===== src/rtl/demux_pkg.sv =====
// Shared types and helpers for the 1:N stream demultiplexer.
package demux_pkg;

   // Width of the saturating drop counter.
   localparam int DROP_CNT_W = 8;

   // Occupancy of one output slot.
   typedef enum logic {
      SLOT_EMPTY = 1'b0,
      SLOT_FULL  = 1'b1
   } slot_state_e;

   // Select width: clog2 with a floor of one bit.
   function automatic int sel_width(input int n);
      return (n <= 2) ? 1 : $clog2(n);
   endfunction

endpackage


===== src/rtl/demux_slot.sv =====
// One output channel: a single-entry register with its valid flag.
// The slot is free when empty or when it drains in the current cycle,
// so a drain and a refill can share one clock edge.
module demux_slot
   import demux_pkg::*;
#(
   parameter int WIDTH = 8
) (
   input  logic             clk,
   input  logic             rst_n,
   input  logic             load,
   input  logic [WIDTH-1:0] load_data,
   input  logic             out_ready,
   output logic             free,
   output logic             out_valid,
   output logic [WIDTH-1:0] out_data
);

   slot_state_e state;

   assign out_valid = (state == SLOT_FULL);
   assign free      = !out_valid || out_ready;

   // Load wins over drain; a drain without a load empties the slot, data kept.
   always_ff @(posedge clk or negedge rst_n) begin
      if (!rst_n) begin
         state    <= SLOT_EMPTY;
         out_data <= '0;
      end else if (load) begin
         state    <= SLOT_FULL;
         out_data <= load_data;
      end else if (out_ready) begin
         state    <= SLOT_EMPTY;
      end
   end

endmodule


===== src/rtl/demux_1_n_stream.sv =====
// Registered 1:N stream demultiplexer with per-channel one-entry buffers.
// Unicast goes to the slot picked by in_sel, broadcast waits until every
// slot is free and then loads them all. Out-of-range selects are accepted
// and dropped, flagged by err_sel and counted in drop_cnt.
module demux_1_n_stream
   import demux_pkg::*;
#(
   parameter int WIDTH = 8,
   parameter int N_OUT = 4,
   parameter int SEL_W = sel_width(N_OUT)
) (
   input  logic                   clk,
   input  logic                   rst_n,
   input  logic                   in_valid,
   output logic                   in_ready,
   input  logic [WIDTH-1:0]       in_data,
   input  logic [SEL_W-1:0]       in_sel,
   input  logic                   in_bcast,
   output logic [N_OUT-1:0]       out_valid,
   input  logic [N_OUT-1:0]       out_ready,
   output logic [N_OUT*WIDTH-1:0] out_data,
   output logic                   err_sel,
   output logic [DROP_CNT_W-1:0]  drop_cnt
);

   logic [N_OUT-1:0] sel_dec;
   logic [N_OUT-1:0] slot_free;
   logic [N_OUT-1:0] slot_load;
   logic             sel_ok;
   logic             bad_acc;

   // One-hot select decode; all zero when in_sel points past the last channel.
   always_comb begin
      sel_dec = '0;
      for (int k = 0; k < N_OUT; k++)
         if (in_sel == SEL_W'(k)) sel_dec[k] = 1'b1;
   end

   assign sel_ok = |sel_dec;

   // Accept readiness: all slots for broadcast, the target slot for unicast,
   // always for a bad select (the word is simply discarded).
   always_comb begin
      if (in_bcast)     in_ready = &slot_free;
      else if (!sel_ok) in_ready = 1'b1;
      else              in_ready = |(slot_free & sel_dec);
   end

   assign slot_load = {N_OUT{in_valid & in_ready}} & (in_bcast ? {N_OUT{1'b1}} : sel_dec);
   assign bad_acc   = in_valid & ~in_bcast & ~sel_ok;

   genvar g;
   generate
      for (g = 0; g < N_OUT; g++) begin : g_slot
         demux_slot #(.WIDTH(WIDTH)) u_slot (
            .clk       (clk),
            .rst_n     (rst_n),
            .load      (slot_load[g]),
            .load_data (in_data),
            .out_ready (out_ready[g]),
            .free      (slot_free[g]),
            .out_valid (out_valid[g]),
            .out_data  (out_data[g*WIDTH +: WIDTH])
         );
      end
   endgenerate

   // Bad-select bookkeeping: one-cycle error pulse and saturating drop count.
   always_ff @(posedge clk or negedge rst_n) begin
      if (!rst_n) begin
         err_sel  <= 1'b0;
         drop_cnt <= '0;
      end else begin
         err_sel <= bad_acc;
         if (bad_acc && drop_cnt != {DROP_CNT_W{1'b1}})
            drop_cnt <= drop_cnt + 1'b1;
      end
   end

endmodule


===== config.mk =====
export PLATFORM = sky130hd
export DESIGN_NAME = demux_1_n_stream
export DESIGN_NICKNAME = d
export VERILOG_FILES = /design/src/rtl/demux_pkg.sv /design/src/rtl/demux_slot.sv /design/src/rtl/demux_1_n_stream.sv
export SDC_FILE = /design/constraint.sdc
export NUM_CORES = 1
export LEC_CHECK = 0
export BUFFER_PORTS_ARGS = -buffer_cell sky130_fd_sc_hd__buf_2
export CAP_MARGIN = 20
export CORE_ASPECT_RATIO = 0.8
export CORE_UTILIZATION = 44
export CTS_CLUSTER_SIZE = 10
export DETAILED_ROUTE_END_ITERATION = 10
export PLACE_DENSITY = 0.74
export SLEW_MARGIN = 30
export SYNTH_ARGS = -nofsm -noshare
export SYNTH_HDL_FRONTEND = slang
export SYNTH_HIERARCHICAL = 1
export SYNTH_SLANG_ARGS = --single-unit
export TNS_END_PERCENT = 30

===== constraint.sdc =====
create_clock -name clk -period 1.4 [get_ports clk]
set_input_delay 0.14 -clock clk [delete_from_list [all_inputs] [get_ports clk]]
set_output_delay 0.14 -clock clk [all_outputs]
set_load 0.05 [all_outputs]

---- After elaboration in Yosys (flattened, before gate mapping) ----
Index checks and enable logic that the tools add are counted.
operators by class
  reduce and logical (&&, ||, !) cells .... 17
  add/subtract/negate cells ............... 1
  bitwise gates (word level) .............. 7
  equality and inequality tests ........... 4
  muxes and demuxes ....................... 15
operators by type and width
  operator                                                          count
  1-bit two-way mux                                                 14
  8-bit by 1-bit adder with 8-bit output (second input constant)    1
  4-bit AND                                                         2
  8-bit != test (second input constant)                             1
  2-bit nonzero test                                                4
  4-bit OR reduction                                                2
  2-bit == test (second input constant)                             2
  1-bit zero test                                                   4
  1-bit logical OR                                                  4
  4-bit two-way mux                                                 1
  4-bit AND reduction                                               1
  1-bit AND                                                         3
  2-bit by 1-bit == test with 1-bit output (second input constant)  1
  2-bit zero test                                                   1
  1-bit inverter                                                    2
  1-bit logical AND                                                 1
word-level totals
  output and inout bits ................... 46
  logic and storage cells ................. 54
  bits in registers ....................... 45

---- Longest topological paths before layout ----
Gate-level depths: netlist (run 1).
  depth in word-level cells ............... 9
  depth in mapped cells ................... 6

---- Hierarchy ----
Netlist (run 1), hierarchy kept.
by module, submodules not included
  module            cells an instance  seq. area each (um^2)  times used  area an instance (um^2)
  demux_slot        20                 225.2                  4           369.1
  demux_1_n_stream  35                 225.2                  1           372.9

---- Least setup slack after synthesis (run 1) ----
OpenSTA, ideal clock, no wires.
  path kind ............................... register -> register
  start point ............................. register g_slot[2].u_slot.state
  end point ............................... register g_slot[0].u_slot.out_data[0]
  slack ................................... -0.361 ns
  buffers on the path ..................... 1
  data required time ...................... 1.275 ns
  arrival time ............................ 1.636 ns
  setup time .............................. 0.125 ns
  cell stages (with the launch flop) ...... 7
  cells stage by stage .................... dfrtp_1 -> nand2b_1 -> nand3_1 -> nor2_1 -> o21a_1 -> buf_6 -> mux2_4
between the ends
  longest elaborated chain between the ends .. 8
  elaborated cells between the ends (all ways) .. 9
  classes of those cells .................. 2 x mux; 3 x bitwise; 4 x reduce/logical
ends and longest elaborated chain
  element                   RTL line                text
  start: declaration        demux_slot.sv:19        slot_state_e state;
  start signal: assignment  demux_slot.sv:27        state <= SLOT_EMPTY;
  start signal: assignment  demux_slot.sv:30        state <= SLOT_FULL;
  start signal: assignment  demux_slot.sv:33        state <= SLOT_EMPTY;
  1-bit zero test (*)       demux_slot.sv:22        assign free = !out_valid || out_ready;
  1-bit logical OR (*)      demux_slot.sv:22
  net slot_free[2]          demux_1_n_stream.sv:27  logic [N_OUT-1:0] slot_free;
  4-bit AND                 demux_1_n_stream.sv:46  else in_ready = |(slot_free & sel_dec);
  4-bit OR reduction        demux_1_n_stream.sv:46
  1-bit two-way mux         demux_1_n_stream.sv:45  else if (!sel_ok) in_ready = 1'b1;
  1-bit two-way mux (*)     demux_1_n_stream.sv:44  if (in_bcast) in_ready = &slot_free;
  1-bit AND (*)             demux_1_n_stream.sv:49  assign slot_load = {N_OUT{in_valid & in_ready}} & (in_bcast ? {N_OUT{1'b1}} : sel_dec);
  4-bit AND (*)             demux_1_n_stream.sv:49
  net slot_load[0]          demux_1_n_stream.sv:28  logic [N_OUT-1:0] slot_load;
  end signal: assignment    demux_slot.sv:31        out_data <= load_data;
  end: declaration          demux_slot.sv:16        output logic [WIDTH-1:0] out_data
Mark *: on every way through the listed nets, which the timed path passes. The rest lies on a longest branch.
A chain may end at the register's enable or synchronous reset.

---- Worst setup path after layout (run 1) ----
  start point ............................. register g_slot[3].u_slot.state
  end point ............................... output port in_ready
between the ends
  longest elaborated chain between the ends .. 6
  elaborated cells between the ends (all ways) .. 7
  classes of those cells .................. 2 x mux; 1 x bitwise; 4 x reduce/logical
ends and longest elaborated chain
  element                   RTL line                text
  start: declaration        demux_slot.sv:19
  start signal: assignment  demux_slot.sv:27
  start signal: assignment  demux_slot.sv:30
  start signal: assignment  demux_slot.sv:33
  1-bit zero test (*)       demux_slot.sv:22
  1-bit logical OR (*)      demux_slot.sv:22
  net slot_free[3]          demux_1_n_stream.sv:27
  4-bit AND                 demux_1_n_stream.sv:46
  4-bit OR reduction        demux_1_n_stream.sv:46
  1-bit two-way mux         demux_1_n_stream.sv:45
  1-bit two-way mux (*)     demux_1_n_stream.sv:44
  end: declaration          demux_1_n_stream.sv:15  output logic in_ready,
Marks and branches as above.

==> results by group, run 1 <==
Detailed routing
  – Drt wl/cell: between 10 and 15 um
  – Drt pass-1 iters: 4
  – Residual DRC: 0
  – Antenna Nets Post-Route: 0
  – DR vias: roughly 1100
  – Routed WL: 3640 um
  – Vias per cell: between 4 and 5
  – Starting DRT DRC Count: 65

Setup path
  – Critical path class: reg -> out
  – Crit path launch: g_slot[3].u_slot/out_valid
  – Required time worst endpoint: 1260 ps
  – R2R Path Start: g_slot[2].u_slot/out_valid
  – CP startpoint kind: flop
  – Crit path max fanout: 2
  – WP data arrival: 1570 ps
  – Setup crit end kind: primary output

Power
  – Pleak: between 1 and 1.5 nW
  – Worst vdd ir: roughly 1.1 mV
  – PwrDens: 1960 nW/um2

Hold path
  – HP Start: in_data[0]
  – Min-Delay Path Class: in -> reg

Placement
  – Placer congestion estimate: roughly 0.75
  – PortBufs: 63
  – Detailed placement HPWL: 2710 um

Timing
  – Fin Clk Skew: around 7.6 ps
  – Fin crit period: between 1500 and 2000 ps
  – Final Slew Violations: 0
  – Max Fclk: slightly below 600 MHz
  – Final hold slack: approximately 130 ps
  – Post-route setup slack: -307 ps
  – Period Utilization, post-route: 122%
  – Fin. Hold Viols: 0
  – RSZ-0062 raised after global routing: yes
  – Fin Setup TNS: -6030 ps
  – Final Setup Violations: 33

Global routing
  – Tot GR Track Use: a little under a fifth
  – Vias in the first global route: 1164
  – Global-route wire length before repair: 5800 um
  – Overflow after GRT: 0
  – Largest net degree at the start of global routing: 29
  – Initial antenna violation count: 0

Floorplan
  – Die Ht: 60.0 um
  – Core area: 3900 um2
  – Ports: 64
  – Die Width: 74.5 um
  – Row count: 20
  – Initial Util: a little under half
  – Die area: between 4000 and 5000 um2

Layout
  – Commonest non-fill, non-tap cell in the layout: buf_2
  – Share of post-route cells with drive strength above 1: 69.7%
  – Antenna diodes: 0
  – Fin util: a little over three fifths
  – Most frequent cells in the layout: 62 x buf_2, 41 x dfrtp_1, 32 x mux2_4, 7 x buf_4, 6 x buf_6
  – Final net count: between 200 and 250
  – Area grow syn2layout: 33.3%

CTS
  – Worst-path clk slew: 70 ps
  – Clk root buf: clkbuf_8
  – CTS tree: built
  – Worst-case clock buffer depth: 2
  – H-tree Lvls: 2
  – Clock sink count: 45
  – Clock latency on the worst-skew pair: 290 ps
  – Cts bufs inserted: 5

Status
  – Status: finished, violations left
  – Violated checks: setup timing

Synthesis
  – Synth Warn #: 6
  – Mapped Area: approximately 1800 um2
  – Post-Synthesis Cells: about 120
  – Synth cell types: 18
  – Sequential area share after synthesis: about three fifths
  – Syn_nets: 133
  – Synth Area per Inst: 16.1 um2
  – Synthesized flop and latch total: between 40 and 50

Job
  – Max-cap violations: 0
-- timing repair --
item | CTS | global route
hold buffers | 1 | 0
resized for setup | 12 | 2
hold endpoints to repair | 17 | 0
pin swaps | 3 | 1
buffers inserted | 3 | 0
gates cloned | 0 | 0
setup endpoints to repair | 33 | 37
-- area by class of cell --
type | count | area [um2]
multi-input combinational | 57 | 708
fill | 319 | 1440
clock buffer | 6 | 72.6
timing repair buffer | 78 | 475
inverter | 1 | 3.75
tap | 55 | 68.8
clock inverter | 1 | 5.00
sequential | 45 | 1130
-- routing by layer --
layer  share of wire, %  GRT usage (%)  up-vias  wire length, um
met1                 46           24.7      569             1680
met3                4.9           4.55        7              177
met5                  0              0        -                0
met2                 47           27.9       36             1720
li1                   -              -      528                -
met4                1.8           8.89        0               64
-- sequential cells by signal, summed over array words and instances, names as in the netlist --
name	flops
err_sel	1
drop_cnt	8
g_slot.u_slot/out_data	32
g_slot.u_slot/out_valid	4
-- Yosys cell counts --
library cell,count,share of area [%]
nor2_1,1,0.20
mux2_4,32,26
inv_1,1,0.20
nand2b_1,8,2.7
dfrtp_1,45,61
nand2_1,3,0.61
o21ai_0,1,0.27
nor3_1,2,0.54
a21o_1,1,0.41
clkbuf_1,8,1.6
and3_1,1,0.34
mux4_2,1,1.2
nand3_1,1,0.27
conb_1,1,0.20
nand3b_1,1,0.41
buf_6,4,2.4
o21a_1,3,1.2
nor4b_1,1,0.47
-- critical path, cell delays in order (launching register included) --
cell      delay, ps
dfrtp_2         390
nand2b_4         60
mux4_2          470
a21o_2          220
buf_8           150
-- cells by family after synthesis --
group | share of synthesized area (%)
simple gates | 5.55
flops | 60.9
mux | 27.2
buf+inv | 4.26
other cells | 0.203
compound gates | 1.89
-- stage by stage --
step                power, mW  instance area, um2  instances  setup slack (ps)
finish                   4.84                2460        243              -307
global route             5.06                2460        243              -357
CTS                      4.88                2460        243              -320
detailed placement       4.08                2300        232              -109
global placement         4.04                2300        232             -91.8
floorplan                3.55                1890        115              -160
-- power breakdown --
group          leakage [nW]  switching, mW  internal, mW
Combinational         0.696           1.53         0.767
Clock                0.0410          0.391         0.339
Sequential            0.545          0.197          1.62
-- path summary, 6_finish.rpt --
path | end | slack (ps) | cells after the start
max in group asynchronous | g_slot[3].u_slot/out_data[0] | 590 | 3
worst min-delay path | g_slot[0].u_slot/out_data[0] | 130 | 2
worst max-delay path | in_ready | -310 | 4
worst min register to register | drop_cnt[4] | 370 | 0
min in group asynchronous | g_slot[0].u_slot/out_data[6] | 310 | 2
worst max register to register | g_slot[3].u_slot/out_data[1] | -200 | 7
Note: power is estimated with default switching activity, not from simulation.
==> run 2: changes to the inputs <==
--- a/config.mk
+++ b/config.mk
@@ -7,14 +7,14 @@
 export LEC_CHECK = 0
 export BUFFER_PORTS_ARGS = -buffer_cell sky130_fd_sc_hd__buf_2
 export CAP_MARGIN = 20
-export CORE_ASPECT_RATIO = 0.8
+export CORE_ASPECT_RATIO = 1.75
 export CORE_UTILIZATION = 44
 export CTS_CLUSTER_SIZE = 10
 export DETAILED_ROUTE_END_ITERATION = 10
-export PLACE_DENSITY = 0.74
+export PLACE_DENSITY = 0.72
 export SLEW_MARGIN = 30
 export SYNTH_ARGS = -nofsm -noshare
 export SYNTH_HDL_FRONTEND = slang
 export SYNTH_HIERARCHICAL = 1
 export SYNTH_SLANG_ARGS = --single-unit
-export TNS_END_PERCENT = 30
+export TNS_END_PERCENT = 100
==> results by group, run 2 (same netlist as run 1, synthesis figures left out) <==
Status
  – Status: finished, violations left
  – Violated checks: setup timing

Layout
  – Cell Count, Final, Fillers Out: approximately 250
  – Post-route cell area: roughly 2700 um2
  – Biggest register: g_slot.u_slot/out_data
  – Most frequent cells in the layout: 62 x buf_2, 41 x dfrtp_1, 32 x mux2_4, 12 x buf_6, 8 x buf_4
  – Register area: roughly 1100 um2
  – Max FFs per register: 32
  – Antenna diodes: 0
  – Area grow syn2layout: 45.7%
  – Area occupied by multi-input gates: around 790 um2
  – Share of post-route cells with drive strength above 1: approximately three quarters
  – Commonest non-fill, non-tap cell in the layout: buf_2
  – Final net count: approximately 220
  – Fillers: between 200 and 300

Placement
  – Cell Area, Placed: ~2300 um2
  – Placer congestion estimate: about 0.73
  – PortBufs: 63
  – Detailed placement HPWL: ~2800 um
  – Placed Instances: 226

Setup path
  – R2R Path Start: g_slot[1].u_slot/out_valid
  – Critical path class: reg -> out
  – Required time worst endpoint: approximately 1300 ps
  – R2R setup slack: -260 ps
  – Setup crit end kind: primary output
  – Crit path max fanout: 2
  – CP startpoint kind: flop
  – Critical R2R Capture: g_slot[1].u_slot/out_data[3]
  – Worst R2R Path Depth: 8
  – WP data arrival: 1590 ps

Global routing
  – Largest net degree at the start of global routing: 22
  – Vias in the first global route: between 1000 and 1500
  – Global-route wire length before repair: between 6000 and 7000 um
  – Overflow after GRT: 0
  – Tot GR Track Use: approximately a fifth
  – Initial antenna violation count: 0

Timing
  – Fin Clk Skew: about 8.4 ps
  – Period Utilization, post-route: 123%
  – Fin Setup TNS: -7950 ps
  – RSZ-0062 raised after global routing: yes
  – Post-route setup slack: -327 ps
  – Fin crit period: approximately 1700 ps
  – Final Setup Violations: 36
  – Fin. Hold Viols: 0
  – Max Fclk: ~580 MHz
  – Final Slew Violations: 0

CTS
  – CTS tree: built
  – Clock latency on the worst-skew pair: roughly 300 ps
  – H-tree Lvls: 2
  – Cts bufs inserted: 5
  – Worst-case clock buffer depth: 2
  – Worst-path clk slew: roughly 80 ps
  – Clock sink count: between 40 and 50
  – Clk root buf: clkbuf_8

Detailed routing
  – Drt wl/cell: approximately 18 um
  – DR vias: 1208
  – Vias per cell: a little under 5
  – Routed WL: about 4300 um
  – Residual DRC: 0
  – Drt pass-1 iters: 4
  – Starting DRT DRC Count: 23
  – Antenna Nets Post-Route: 0

Floorplan
  – Die area: around 4500 um2
  – Die Ht: between 80 and 90 um
  – Die Width: just over 50 um
  – Ports: 64
  – Row count: 30
  – Initial Util: between 40% and 50%
  – Core area: about 4000 um2

Hold path
  – Min-Delay Path Class: in -> reg
  – Hold Path Sink: g_slot[3].u_slot/out_data[3]
  – HP Start: in_data[3]
  – Hold path cells: 2

Power
  – P_sw: between 2 and 2.5 mW
  – Sw Share: about two fifths
  – PwrDens: between 1500 and 2000 nW/um2
  – Combinational Power Share: 46.6%
  – Seq pwr share: roughly a third
  – Worst vdd ir: approximately 1.3 mV
  – Total power draw: roughly 5.3 mW
  – Internal power: 3.06 mW
  – Clock share of power: between 10% and 20%
  – Pleak: 1.39 nW

Job
  – Max-cap violations: 0
-- run 2: cell count changes in the layout (fill, tap and decap cells not counted), moves of 2 or more --
| cell | change |
|---|---|
| nand2b_4 | +3 |
| nand2_1 | -2 |
| o21a_4 | +3 |
| buf_6 | +6 |
| nand2b_1 | -3 |
| o21a_1 | -3 |
-- run 2: worst max path at each step --
| stage | start | to | slack, ps |
|---|---|---|---|
| after floorplan | g_slot[3].u_slot/out_valid | g_slot[0].u_slot/out_data[0] | -160 |
| after global placement | g_slot[3].u_slot/out_valid | g_slot[0].u_slot/out_data[0] | -80 |
| after detailed placement | g_slot[3].u_slot/out_valid | g_slot[0].u_slot/out_data[7] | -110 |
| after CTS | g_slot[3].u_slot/out_valid | in_ready | -330 |
| after global routing | g_slot[3].u_slot/out_valid | in_ready | -360 |
| final | g_slot[3].u_slot/out_valid | in_ready | -330 |
-- run 2: what timing repair did --
item | CTS | global route
hold buffers | 1 | 0
setup buffers | 7 | 4
endpoints found under the hold margin | 9 | 0
gates cloned | 2 | 0
endpoints found under the setup margin | 33 | 36
pin swaps | 6 | 6
gates resized for setup | 25 | 10
-- run 2: worst max-delay path: stages, from the launching register on --
cell	delay, ps
dfrtp_2	390
nand2b_4	60
mux4_2	460
a21o_2	220
buf_8	150
-- run 2: through the flow --
stage | worst slack (ps) | hold slack, ps | util, %
global placement | -79.8 | 7.63 | 58.5
detailed placement | -110 | 19.4 | 58.5
finish | -327 | 113 | 68.4
global route | -355 | 99.5 | 68.4
CTS | -326 | 108 | 67.1
floorplan | -160 | -156 | -
-- run 2: area by class of cell --
class / count / area share [%]
clock buffer: 7 / 3.20
clock inverter: 1 / 1.11
inverter: 1 / 0.139
multi-input combinational: 57 / 29.2
sequential: 45 / 42.0
tap: 48 / 2.23
timing repair buffer: 87 / 22.2
-- run 2: power groups by stage --
| stage | Sequential [mW] | Clock (mW) | Combinational [mW] |
|---|---|---|---|
| 2_1_floorplan | 2.94 | 0 | 0.607 |
| 3_3_place_gp | 1.82 | 0 | 2.25 |
| 3_5_place_dp | 1.83 | 0 | 2.28 |
| 4_1_cts | 1.81 | 1.02 | 2.42 |
| 5_1_grt | 1.85 | 1.09 | 2.54 |
| 6_report | 1.81 | 0.998 | 2.45 |
-- run 2: per-layer routing --
metal  track usage (%)  vias to the layer above  wire length, um
met5                 0                        -                0
met2              35.9                       39             2360
met4              7.83                        0               85
li1                  -                      544                -
met1              24.8                      617             1670
met3              6.42                        8              209
==> run 3: changes to the inputs <==
--- a/config.mk
+++ b/config.mk
@@ -8,10 +8,11 @@
 export BUFFER_PORTS_ARGS = -buffer_cell sky130_fd_sc_hd__buf_2
 export CAP_MARGIN = 20
 export CORE_ASPECT_RATIO = 1.75
-export CORE_UTILIZATION = 44
+export CORE_UTILIZATION = 25
 export CTS_CLUSTER_SIZE = 10
 export DETAILED_ROUTE_END_ITERATION = 10
-export PLACE_DENSITY = 0.72
+export PLACE_DENSITY = 0.45
+export REMOVE_ABC_BUFFERS = 1
 export SLEW_MARGIN = 30
 export SYNTH_ARGS = -nofsm -noshare
 export SYNTH_HDL_FRONTEND = slang
==> results by group, run 3 (same netlist as run 1, synthesis figures left out) <==
Placement
  – Detailed placement HPWL: around 2800 um
  – Worst slack at placement: -214 ps
  – PortBufs: between 60 and 70
  – Cell Area, Placed: between 2000 and 2500 um2
  – Placed Instances: about 270
  – Placer congestion estimate: around 0.78

CTS
  – Clk root buf: clkbuf_16
  – Clock latency on the worst-skew pair: about 280 ps
  – Worst-case clock buffer depth: 2
  – Worst-path clk slew: ~60 ps
  – CTS tree: built
  – Cts bufs inserted: 5
  – Clock sink count: 45
  – H-tree Lvls: 2

Timing
  – Period Utilization, post-route: 124%
  – Fin Clk Skew: between 2 and 3 ps
  – Final Setup Violations: 33
  – Final Slew Violations: 0
  – Final hold slack: between 100 and 150 ps
  – Fin. Hold Viols: 0
  – Post-route setup slack: -342 ps
  – RSZ-0062 raised after global routing: yes
  – Fin crit period: 1740 ps
  – Fin Setup TNS: -6090 ps
  – Max Fclk: roughly 570 MHz

Hold path
  – Hold path cells: 2
  – Hold Path Sink: g_slot[0].u_slot/out_data[6]
  – Min-Delay Path Class: in -> reg
  – HP Start: in_data[6]

Setup path
  – WP data arrival: around 1600 ps
  – Critical path's slowest cell: mux4_2
  – Required time worst endpoint: 1260 ps
  – Largest stage delay on the critical path: 440 ps
  – R2R setup slack: -240 ps
  – Critical path class: reg -> out
  – Worst R2R Path Depth: 7
  – Critical path's top delay family: multiplexers
  – CP startpoint kind: flop
  – Setup crit end kind: primary output
  – WP buf/inv: 2
  – Critical R2R Capture: g_slot[3].u_slot/out_data[2]
  – Crit path max fanout: 2
  – R2R Path Start: g_slot[0].u_slot/out_valid
  – Worst-path cell chain: nand2b_1 -> buf_4 -> mux4_2 -> a21o_1 -> buf_6

Detailed routing
  – Antenna Nets Post-Route: 0
  – Drt pass-1 iters: 4
  – Drt wl/cell: 15.1 um
  – Routed WL: 4210 um
  – Vias per cell: around 4.2
  – Starting DRT DRC Count: 47
  – DR vias: ~1200
  – Residual DRC: 0

Floorplan
  – Die area: just under 8000 um2
  – Ports: 64
  – Die Ht: ~120 um
  – Row count: just over 40
  – Die Width: 67.0 um
  – Core area: between 7000 and 8000 um2
  – Initial Util: about a quarter

Layout
  – Area grow syn2layout: 43.1%
  – Cell Count, Final, Fillers Out: between 200 and 300
  – Commonest non-fill, non-tap cell in the layout: buf_2
  – Fillers: ~700
  – Share of post-route cells with drive strength above 1: between 60 and 70%
  – Max FFs per register: 32
  – Most frequent cells in the layout: 62 x buf_2, 45 x dfrtp_1, 32 x mux2_4, 10 x buf_6, 8 x buf_4
  – Antenna diodes: 0
  – Final net count: 212
  – Biggest register: g_slot.u_slot/out_data
  – Post-route cell area: 2650 um2

Global routing
  – Global-route wire length before repair: approximately 6300 um
  – Overflow after GRT: 0
  – Tot GR Track Use: a little under an eighth
  – Largest net degree at the start of global routing: 46
  – Vias in the first global route: ~1100
  – Initial antenna violation count: 0

Power
  – Pleak: around 1.3 nW
  – Worst vdd ir: 0.776 mV
  – PwrDens: around 2000 nW/um2

Status
  – Violated checks: setup timing
  – Status: finished, violations left

Job
  – Max-cap violations: 0
run 3: worst reg2reg max path: stages, from the launching register on:
cell      delay (ps)
dfrtp_1          370
nand2b_1         100
buf_4            140
nand3_4           90
o21ai_2          150
and3_4           240
buf_12           140
mux2_4           300
run 3: final cells by class:
| cell class | count | area (um2) | share of cell area [%] |
|---|---|---|---|
| Tap cell | 86 | 108 | 4.07 |
| Clock buffer | 5 | 125 | 4.73 |
| Clock inverter | 1 | 5.00 | 0.189 |
| Timing Repair Buffer | 84 | 561 | 21.2 |
| Inverter | 1 | 3.75 | 0.142 |
| Multi-Input combinational cell | 57 | 718 | 27.1 |
| Sequential cell | 45 | 1130 | 42.6 |
run 3: metrics by stage:
step	util, %	power (mW)
finish	36.8	5.24
global route	36.8	5.47
detailed placement	32.4	4.08
CTS	36.5	5.30
floorplan	-	3.50
global placement	32.4	4.08
run 3: how the worst max path moves through the flow:
stage,start,to,depth (start not counted)
after floorplan,g_slot[2].u_slot/out_valid,g_slot[0].u_slot/out_data[0],5
after global placement,g_slot[1].u_slot/out_valid,g_slot[1].u_slot/out_data[1],6
after detailed placement,g_slot[1].u_slot/out_valid,g_slot[0].u_slot/out_data[2],6
after CTS,g_slot[2].u_slot/out_valid,in_ready,5
after global routing,g_slot[0].u_slot/out_valid,in_ready,5
final,g_slot[0].u_slot/out_valid,in_ready,5
run 3: what timing repair did:
| item | in CTS | in global routing |
|---|---|---|
| hold buffers | 1 | 0 |
| hold endpoints to repair | 45 | 0 |
| setup endpoints to repair | 33 | 37 |
| cloned | 1 | 0 |
| pin swaps | 5 | 4 |
| buffers inserted | 6 | 0 |
| gates resized for setup | 21 | 8 |
run 3: per-layer routing:
metal / share of wire [%] / GRT usage (%) / up-vias / wire [um]
met3: 5.2 / 3.64 / 6 / 219
met4: 2.0 / 5.53 / 0 / 84
li1: - / - / 540 / -
met2: 51 / 17.9 / 38 / 2130
met1: 42 / 14.9 / 575 / 1770
met5: 0 / 0 / - / 0
run 3: report_power, final:
group	internal (mW)	leakage, nW	total [mW]	switching [mW]
sequential	1.62	0.550	1.81	0.187
clock	0.637	0.0655	1.08	0.444
combinational	0.810	0.729	2.36	1.55
